[config.mk]
export PLATFORM = sky130hd
export DESIGN_NAME = mem_port_arbiter
export DESIGN_NICKNAME = d
export VERILOG_FILES = /design/src/rtl/mem_arb_pkg.sv /design/src/rtl/arb_wdog.sv /design/src/rtl/mem_port_arbiter.sv
export SDC_FILE = /design/constraint.sdc
export NUM_CORES = 1
export LEC_CHECK = 0
export CORE_ASPECT_RATIO = 0.8
export CORE_MARGIN = 3
export CORE_UTILIZATION = 36
export DETAILED_ROUTE_END_ITERATION = 8
export PLACE_DENSITY = 0.75
export SLEW_MARGIN = 20
export SYNTH_ARGS = -nofsm -noshare
export SYNTH_HDL_FRONTEND = slang
export SYNTH_SLANG_ARGS = --single-unit
[constraint.sdc]
create_clock -name clk -period 1.9 [get_ports clk]
set_input_delay 0.19 -clock clk [delete_from_list [all_inputs] [get_ports clk]]
set_output_delay 0.19 -clock clk [all_outputs]
set_load 0.1 [all_outputs]
[src/rtl/mem_arb_pkg.sv]
// Shared constants for the instruction/data memory port arbiter:
// FSM state encoding, grant identifiers and the idle-state grant decision.
package mem_arb_pkg;

    localparam int unsigned STATE_W = 2;

    localparam logic [STATE_W-1:0] STATE_IDLE      = 2'd0;
    localparam logic [STATE_W-1:0] STATE_SERVE_IF  = 2'd1;
    localparam logic [STATE_W-1:0] STATE_SERVE_MEM = 2'd2;

    localparam logic GNT_IF  = 1'b0;
    localparam logic GNT_MEM = 1'b1;

    // On a tie the requester that was not served last wins.
    function automatic logic [STATE_W-1:0] pick_grant(
        input logic if_elig,
        input logic mem_elig,
        input logic last_grant
    );
        logic [STATE_W-1:0] nxt;
        nxt = STATE_IDLE;
        if (if_elig && mem_elig) begin
            nxt = (last_grant == GNT_IF) ? STATE_SERVE_MEM : STATE_SERVE_IF;
        end else if (mem_elig) begin
            nxt = STATE_SERVE_MEM;
        end else if (if_elig) begin
            nxt = STATE_SERVE_IF;
        end
        return nxt;
    endfunction

endpackage

[src/rtl/arb_wdog.sv]
// Wait counter for an outstanding memory access; flags the cycle in which
// the count of ack-less serve cycles reaches TIMEOUT.
module arb_wdog #(
    parameter int unsigned TIMEOUT = 15
) (
    input  logic clk,
    input  logic rst,
    input  logic clear,
    input  logic enable,
    output logic expired
);

    localparam int unsigned CNT_W = (TIMEOUT < 2) ? 1 : $clog2(TIMEOUT + 1);
    localparam logic [CNT_W-1:0] CNT_LAST = CNT_W'(TIMEOUT - 1);
    localparam logic [CNT_W-1:0] CNT_MAX  = CNT_W'(TIMEOUT);

    logic [CNT_W-1:0] count;

    assign expired = enable && (count == CNT_LAST);

    always_ff @(posedge clk) begin
        if (rst || clear) begin
            count <= '0;
        end else if (enable && (count != CNT_MAX)) begin
            count <= count + CNT_W'(1);
        end
    end

endmodule

[src/rtl/mem_port_arbiter.sv]
// Arbitrates a single memory port between instruction fetch and data access,
// with round-robin tie breaking, fetch cancel and a sticky access timeout.
module mem_port_arbiter
    import mem_arb_pkg::*;
#(
    parameter int unsigned bit_size = 32,
    parameter int unsigned TIMEOUT  = 15
) (
    input  logic                clk,
    input  logic                rst,
    input  logic                IF_req,
    input  logic [bit_size-1:0] IF_addr,
    input  logic                IF_cancel,
    output logic                IF_ready,
    output logic [bit_size-1:0] IF_rdata,
    input  logic                MEM_req,
    input  logic                MEM_we,
    input  logic [bit_size-1:0] MEM_addr,
    input  logic [bit_size-1:0] MEM_wdata,
    output logic                MEM_ready,
    output logic [bit_size-1:0] MEM_rdata,
    output logic                M_en,
    output logic                M_we,
    output logic [bit_size-1:0] M_addr,
    output logic [bit_size-1:0] M_wdata,
    input  logic [bit_size-1:0] M_rdata,
    input  logic                M_ack,
    output logic                Stall,
    output logic                Err
);

    logic [STATE_W-1:0]  state, state_d;
    logic                last_grant, last_grant_d;
    logic                cancel_q, cancel_d;
    logic                m_en_d, m_we_d;
    logic [bit_size-1:0] m_addr_d, m_wdata_d;
    logic                if_ready_d, mem_ready_d;
    logic [bit_size-1:0] if_rdata_d, mem_rdata_d;
    logic                err_d;
    logic                if_elig, mem_elig;
    logic                wd_clear, wd_enable, wd_expired;

    // A requester whose ready is pulsing is finishing and must not be re-granted.
    assign if_elig   = IF_req  && !IF_ready;
    assign mem_elig  = MEM_req && !MEM_ready;
    assign wd_enable = ((state == STATE_SERVE_IF) || (state == STATE_SERVE_MEM)) && !M_ack;

    assign Stall = (IF_req && !IF_ready && !IF_cancel) || (MEM_req && !MEM_ready);

    arb_wdog #(
        .TIMEOUT (TIMEOUT)
    ) u_wdog (
        .clk     (clk),
        .rst     (rst),
        .clear   (wd_clear),
        .enable  (wd_enable),
        .expired (wd_expired)
    );

    // Next-state and next-output logic.
    always_comb begin
        state_d      = state;
        last_grant_d = last_grant;
        cancel_d     = cancel_q;
        m_en_d       = M_en;
        m_we_d       = M_we;
        m_addr_d     = M_addr;
        m_wdata_d    = M_wdata;
        if_ready_d   = 1'b0;
        mem_ready_d  = 1'b0;
        if_rdata_d   = IF_rdata;
        mem_rdata_d  = MEM_rdata;
        err_d        = Err;
        wd_clear     = 1'b0;

        case (state)
            STATE_IDLE: begin
                cancel_d = 1'b0;
                state_d  = pick_grant(if_elig, mem_elig, last_grant);
                if (state_d == STATE_SERVE_MEM) begin
                    last_grant_d = GNT_MEM;
                    wd_clear     = 1'b1;
                    m_en_d       = 1'b1;
                    m_we_d       = MEM_we;
                    m_addr_d     = MEM_addr;
                    m_wdata_d    = MEM_wdata;
                end else if (state_d == STATE_SERVE_IF) begin
                    last_grant_d = GNT_IF;
                    wd_clear     = 1'b1;
                    m_en_d       = 1'b1;
                    m_we_d       = 1'b0;
                    m_addr_d     = IF_addr;
                    m_wdata_d    = '0;
                end
            end

            STATE_SERVE_IF: begin
                // A flushed fetch still drains the memory, but reports nothing.
                cancel_d = cancel_q || IF_cancel;
                if (M_ack || wd_expired) begin
                    state_d = STATE_IDLE;
                    m_en_d  = 1'b0;
                    if (!M_ack) begin
                        err_d = 1'b1;
                    end
                    if (!cancel_d) begin
                        if_ready_d = 1'b1;
                        if_rdata_d = M_ack ? M_rdata : '0;
                    end
                end
            end

            STATE_SERVE_MEM: begin
                if (M_ack) begin
                    state_d     = STATE_IDLE;
                    m_en_d      = 1'b0;
                    mem_ready_d = 1'b1;
                    if (!M_we) begin
                        mem_rdata_d = M_rdata;
                    end
                end else if (wd_expired) begin
                    state_d     = STATE_IDLE;
                    m_en_d      = 1'b0;
                    err_d       = 1'b1;
                    mem_ready_d = 1'b1;
                    mem_rdata_d = '0;
                end
            end

            default: begin
                state_d = STATE_IDLE;
                m_en_d  = 1'b0;
            end
        endcase
    end

    // State and output registers.
    always_ff @(posedge clk) begin
        if (rst) begin
            state      <= STATE_IDLE;
            last_grant <= GNT_IF;
            cancel_q   <= 1'b0;
            M_en       <= 1'b0;
            M_we       <= 1'b0;
            M_addr     <= '0;
            M_wdata    <= '0;
            IF_ready   <= 1'b0;
            MEM_ready  <= 1'b0;
            IF_rdata   <= '0;
            MEM_rdata  <= '0;
            Err        <= 1'b0;
        end else begin
            state      <= state_d;
            last_grant <= last_grant_d;
            cancel_q   <= cancel_d;
            M_en       <= m_en_d;
            M_we       <= m_we_d;
            M_addr     <= m_addr_d;
            M_wdata    <= m_wdata_d;
            IF_ready   <= if_ready_d;
            MEM_ready  <= mem_ready_d;
            IF_rdata   <= if_rdata_d;
            MEM_rdata  <= mem_rdata_d;
            Err        <= err_d;
        end
    end

endmodule

Yosys cells after proc, flatten, opt, wreduce, memory -nomap -nowiden
Cells that the tools add are included.
{"block": "totals", "regBits": 141, "in_bits": 135, "output_inout_bits": 134}
{"block": "op_classes", "add_sub_neg": 1, "eq_ne": 13, "n_mux": 38, "n_bitwise": 4, "reduce_logical": 29}
{"operator": "32-bit 2-to-1 mux", "n": 8}
{"operator": "1-bit 2-to-1 mux", "n": 19}
{"operator": "2-bit 2-to-1 mux", "n": 7}
{"operator": "3-bit AND reduction", "n": 3}
{"operator": "2-bit inequality test (second input constant)", "n": 4}
{"operator": "2-bit nonzero test", "n": 4}
{"operator": "1-bit logical AND", "n": 7}
{"operator": "3-bit inequality test (second input constant)", "n": 2}
{"operator": "2-bit one-hot mux with 3 select lines", "n": 1}
{"operator": "1-bit logical OR", "n": 5}
{"operator": "5-bit AND reduction", "n": 1}
{"operator": "4-bit by 1-bit adder with 4-bit output (second input constant)", "n": 1}
{"operator": "2-bit by 1-bit equality test with 1-bit output (second input constant)", "n": 2}
{"operator": "2-bit equality test (second input constant)", "n": 2}
{"operator": "4-bit equality test (second input constant)", "n": 1}
{"operator": "1-bit logical NOT", "n": 4}
{"operator": "4-bit inequality test (second input constant)", "n": 1}
{"operator": "1-bit inverter", "n": 4}
{"operator": "1-bit one-hot mux with 2 select lines", "n": 2}
{"operator": "2-bit AND reduction", "n": 2}
{"operator": "1-bit one-hot mux with 3 select lines", "n": 1}
{"operator": "3-bit OR reduction", "n": 1}
{"operator": "2-bit logical NOT", "n": 1}
{"operator": "2-bit by 1-bit inequality test with 1-bit output (second input constant)", "n": 1}
{"operator": "2-bit OR reduction", "n": 1}

Longest topological paths before layout
{"block": "depth", "word_depth": 11, "ltp_mapped": 9}

By module
Synthesis repeated with hierarchy kept, for this count alone.
{"block": "hier_totals", "hier_cells": 581, "area_unflattened_um2": 5599.1}
{"mod": "mem_port_arbiter", "instances": 1, "cells_per_inst": 559, "area_each_um2": 5382.7}
{"mod": "arb_wdog", "instances": 1, "cells_per_inst": 22, "area_each_um2": 216.5}

Least setup slack after synthesis
OpenSTA, ideal clock, no wires.
{"block": "synth_path", "path_type": "reg2out", "from": "register IF_ready", "to": "output port Stall", "arrival_ns": 3.030, "path_slack_ns": -1.320, "path_stages_with_launch": 3, "cell_sequence": "dfxtp_1 > nand2b_1 > o21ai_0"}
{"block": "synth_via", "elab_chain_len": 4}
{"element": "from (decl)", "line": "mem_port_arbiter.sv:14", "text": "output logic IF_ready,"}
{"element": "from (signal assigned)", "line": "mem_port_arbiter.sv:160", "text": "IF_ready <= if_ready_d;"}
{"element": "1-bit logical NOT", "line": "mem_port_arbiter.sv:48", "text": "assign Stall = (IF_req && !IF_ready && !IF_cancel) || (MEM_req && !MEM_ready);"}
{"element": "1-bit logical AND (2 in a row)", "line": "mem_port_arbiter.sv:48"}
{"element": "1-bit logical OR", "line": "mem_port_arbiter.sv:48"}
{"element": "to (decl)", "line": "mem_port_arbiter.sv:28", "text": "output logic Stall,"}
Every way passes these cells.

Worst setup path in the final report
{"block": "layout_path", "from": "register MEM_ready", "to": "register M_wdata[31]"}
{"block": "layout_via", "elab_chain_len": 8, "elab_cells_between_ends": 11, "cone_classes": "eq/ne: 2; mux: 4; reduce/logical: 5"}
{"element": "from (decl)", "line": "mem_port_arbiter.sv:20", "text": "output logic MEM_ready,"}
{"element": "from (signal assigned)", "line": "mem_port_arbiter.sv:161", "text": "MEM_ready <= mem_ready_d;"}
{"element": "1-bit logical NOT (*)", "line": "mem_port_arbiter.sv:45", "text": "assign mem_elig = MEM_req && !MEM_ready;"}
{"element": "1-bit logical AND (*)", "line": "mem_port_arbiter.sv:45"}
{"element": "2-bit 2-to-1 mux / 1-bit logical AND (equally long branches)", "line": "mem_arb_pkg.sv:24, mem_arb_pkg.sv:22"}
{"element": "2-bit 2-to-1 mux (*)", "line": "mem_arb_pkg.sv:22", "text": "if (if_elig && mem_elig) begin"}
{"element": "2-bit 2-to-1 mux (*)", "line": "mem_port_arbiter.sv:76", "text": "case (state)"}
{"element": "2-bit equality test / 2-bit by 1-bit equality test with 1-bit output (equally long branches)", "line": "mem_port_arbiter.sv:80, mem_port_arbiter.sv:87"}
{"element": "2-bit nonzero test (no source line)"}
{"element": "2-bit AND reduction (no source line)"}
{"element": "to (signal assigned)", "line": "mem_port_arbiter.sv:159", "text": "M_wdata <= m_wdata_d;"}
{"element": "to (decl)", "line": "mem_port_arbiter.sv:25", "text": "output logic [bit_size-1:0] M_wdata,"}
Mark *: on every way between the ends. The rest lies on a longest branch, timed or not. The select of a mux whose other input is x is not followed.
A chain may end at the register's enable or synchronous reset.

==> impl_metrics.csv <==
group,metric,value,unit
status,status,"complete, but fails checks",
status,failed_checks,"negative setup slack",
clock_tree,holdBufCountCts,0,
hold_path,hold_path.class,"in2reg",
power,p_comb_share,27.0,%
routing,post-route-drc-count,0,
synthesis,synthesis.yosys.warnings,0,
synthesis,ys.flop_type,"dfxtp_1",
clock_tree,htree_levels,4,
routing,drt_iter0_markers,348,
global_route,grt_use_met1,25.5,%
global_route,first_global_vias,5360,
synthesis,yosys-top-cells-count,"dfxtp_1, a21oi_1, o21ai_0",
routing,postRouteWirelength,19100,µm
power,part_of_the_power_in_registers,34.1,%
final_layout,layout.core_utilization,60.9,%
floorplanning,rows,39,
sta,final_critical_path_setup_slack,-0.0274,ns
power,power.density,1080,nW/µm²
power,leakagePower,0.00359,µW
synthesis,syn_area,5400,µm²
synthesis,ys_seq_elements,141,
sta,clock.fmax,519,MHz
global_route,grt_busiest_layer,"met2",
synthesis,yosys.area.top_type_share,52.3,%
setup_path,cp_slowest_stage_delay,0.44,ns
power,fraction_of_power_spent_switching_nets,33.8,%
clock_tree,cts_root_buf,"clkbuf_16",
routing,vias,5369,
synthesis,synth_largest_area_cell,"dfxtp_1",
clock_tree,maximum_buffer_depth_of_the_clock_tree,2,
synthesis,synth_cell_types,41,
power,switchingPower,3220,µW
synthesis,seq_area_frac_synth,52.3,%
setup_path,critical_path.slowest_cell,"or3b_4",
global_route,globalRouteMet3Util,8.21,%
sta,grt_setup_unrepaired,"true",
final_layout,syn_to_final_growth,63.5,%
floorplanning,boundaryPins,269,
power,power_frac_clock,38.9,%
clock_tree,clock_transition_at_the_register_clock_pins_on_the_worst_setup_and_hold_paths_after_cts,0.06,ns
power,fin_total_pwr,9520,µW
sta,slew_violations,0,
placed_design,place_ws,-0.469,ns
clock_tree,clock_insertion_delay_worst_skew,0.41,ns
synthesis,synth_net_count,689,
sta,setup_viol,27,
setup_path,critPathArrivalTime,2.28,ns
floorplanning,total_die_area,16500,µm²
global_route,grt_util_all_layers,22.0,%
clock_tree,clock_tree_from_tritoncts,"yes",
synthesis,synth_area_leaders,"dfxtp_1, a21oi_1, o21ai_0",
sta,fin_crit_sh,101,%
global_route,grt_first_pass_wirelength,28800,µm
final_layout,final_net_count,946,
sta,worst_clock_skew,0.0107,ns
sta,hold_viol,0,
setup_path,critical_path_class,"reg2reg",
synthesis,synth_enable_flop_cells,0,
global_route,pin_count_of_the_biggest_net_entering_global_routing,68,
floorplanning,die_x,143,µm
placed_design,dp_hpwl,13100,µm
setup_path,critical_path_required,2.26,ns
synthesis,syn_inst,548,
floorplanning,design.core.area,14500,µm²
global_route,gr-usage-met2,38.4,%
placed_design,placement.io_buffers,268,
clock_tree,clkSinkCount,141,
placed_design,finalWeightedCongestion,0.872,
floorplanning,start_util,37.3,%
power,vdd_drop_max,0.591,mV
global_route,global_route.overflow_total,0,
sta,timing.final.crit_period,1.93,ns
floorplanning,die_height,116,µm
setup_path,crit_path_cell_trace,"nand2b_4, o21ai_4, ha_4, or3b_4, nor2_8, clkbuf_16, a22o_1",
global_route,grt_antenna_before_repair,1,
routing,vias_per_cell,5.36,
setup_path,crit_fanout,8,
routing,ant_nets,0,
sta,slew_headroom,53.6,%
power,internal_power,6300,µW
placed_design,dpl_cell_area,8010,µm²
synthesis,synth.avg_cell_area,9.85,µm²
clock_tree,num_cts_buffers,17,
final_layout,antennaDiodeCount,0,
setup_path,crit_path_end_kind,"flip-flop",
synthesis,synth_async_sr_flop_share,0,%
final_layout,drive_gt1_share,25.8,%
routing,route.detailed.wl_per_inst,19.1,µm
job,cap_viol_max_count,0,
final_layout,finalInstanceArea,8830,µm²
sta,slew_of_the_pin_with_the_lowest_slew_margin,0.696,ns
synthesis,synthMostInstantiatedCell,"dfxtp_1",
setup_path,crit_path_start_kind,"flip-flop",
routing,detailedRoute.firstPassIterationCount,6,
area by class of cell:
type | count | area (µm²)
tap | 184 | 230
multi-input combinational | 348 | 2390
clock buffer | 20 | 489
inverter | 6 | 22.5
sequential | 141 | 2830
fill | 1185 | 5670
timing repair buffer | 291 | 2680
clock inverter | 11 | 179
critical path: cells and delay by family (launching register included):
kind / cells / cell delay (ns)
flip-flops: 1 / 0.34
buffers and inverters: 1 / 0.19
adder cells (fa/ha/maj): 1 / 0.23
AND/OR/NAND/NOR: 3 / 0.82
AO/OA/AOI/OAI: 2 / 0.29
final timing paths:
| check | end | slack, ns | start | depth (start not counted) |
|---|---|---|---|---|
| min reg2reg | M_addr[31] | 0.47 | M_addr[31] | 1 |
| max reg2reg | M_wdata[31] | -0.03 | MEM_ready | 7 |
| min | cancel_q | 0.03 | rst | 2 |
| max | M_wdata[31] | -0.03 | MEM_ready | 7 |
power groups by stage:
| stage | Combinational [µW] | Clock [µW] | Sequential, µW |
|---|---|---|---|
| floorplan | 555 | 0 | 4480 |
| global placement | 2470 | 0 | 3290 |
| detailed placement | 2500 | 0 | 3300 |
| CTS | 2540 | 3770 | 3240 |
| global route | 2670 | 3890 | 3260 |
| finish | 2570 | 3700 | 3240 |
logic make-up after synthesis:
kind of cell / Yosys count / synth area share [%]
compound gates: 212 / 25.0
simple gates: 95 / 9.83
fa+ha+maj: 6 / 1.39
flops: 141 / 52.3
buf+inv: 60 / 5.21
mux: 34 / 6.33
registers in the layout, summed over array words and instances, names as in the netlist:
register / cells
IF_rdata: 32
MEM_rdata: 32
state: 2
M_en: 1
MEM_ready: 1
Err: 1
M_wdata: 32
M_we: 1
u_wdog.count: 4
cancel_q: 1
M_addr: 32
last_grant: 1
IF_ready: 1
repair_timing:
item | 4_1_cts | 5_1_grt
gates resized for setup | 3 | 10
hold endpoints to repair | 0 | 0
cloned | 2 | 2
endpoints found under the setup margin | 68 | 69
pin swaps | 2 | 3
setup buffers | 0 | 2
per-layer routing:
layer / vias up / part of all wire, %
met5: - / 0.068
met4: 2 / 1.0
met3: 15 / 8.6
met2: 207 / 51
met1: 2604 / 40
li1: 2541 / -
metrics by stage:
| stage | setup TNS, ns | hold slack, ns | cells |
|---|---|---|---|
| finish | -0.320 | 0.0271 | 1001 |
| global route | -2.56 | 0.0156 | 1001 |
| CTS | -0.0212 | 0.00238 | 997 |
| detailed placement | -29.43 | 0.438 | 964 |
| global placement | -23.31 | 0.429 | 964 |
| floorplan | -5.30 | 0.315 | 548 |
cell usage in the layout, fill, tap and decap left out, types with 4 or more instances in the layout:
master,count
buf_4,144
a22o_1,33
o21ai_0,67
nor2_1,4
nand3_1,68
buf_12,9
a21oi_1,68
inv_1,6
bufinv_16,4
ha_1,5
clkinv_4,4
o2bb2ai_1,32
clkbuf_16,22
mux2i_1,33
clkdlybuf4s50_1,132
dfxtp_1,138
Power figures use the tool's default switching activity.
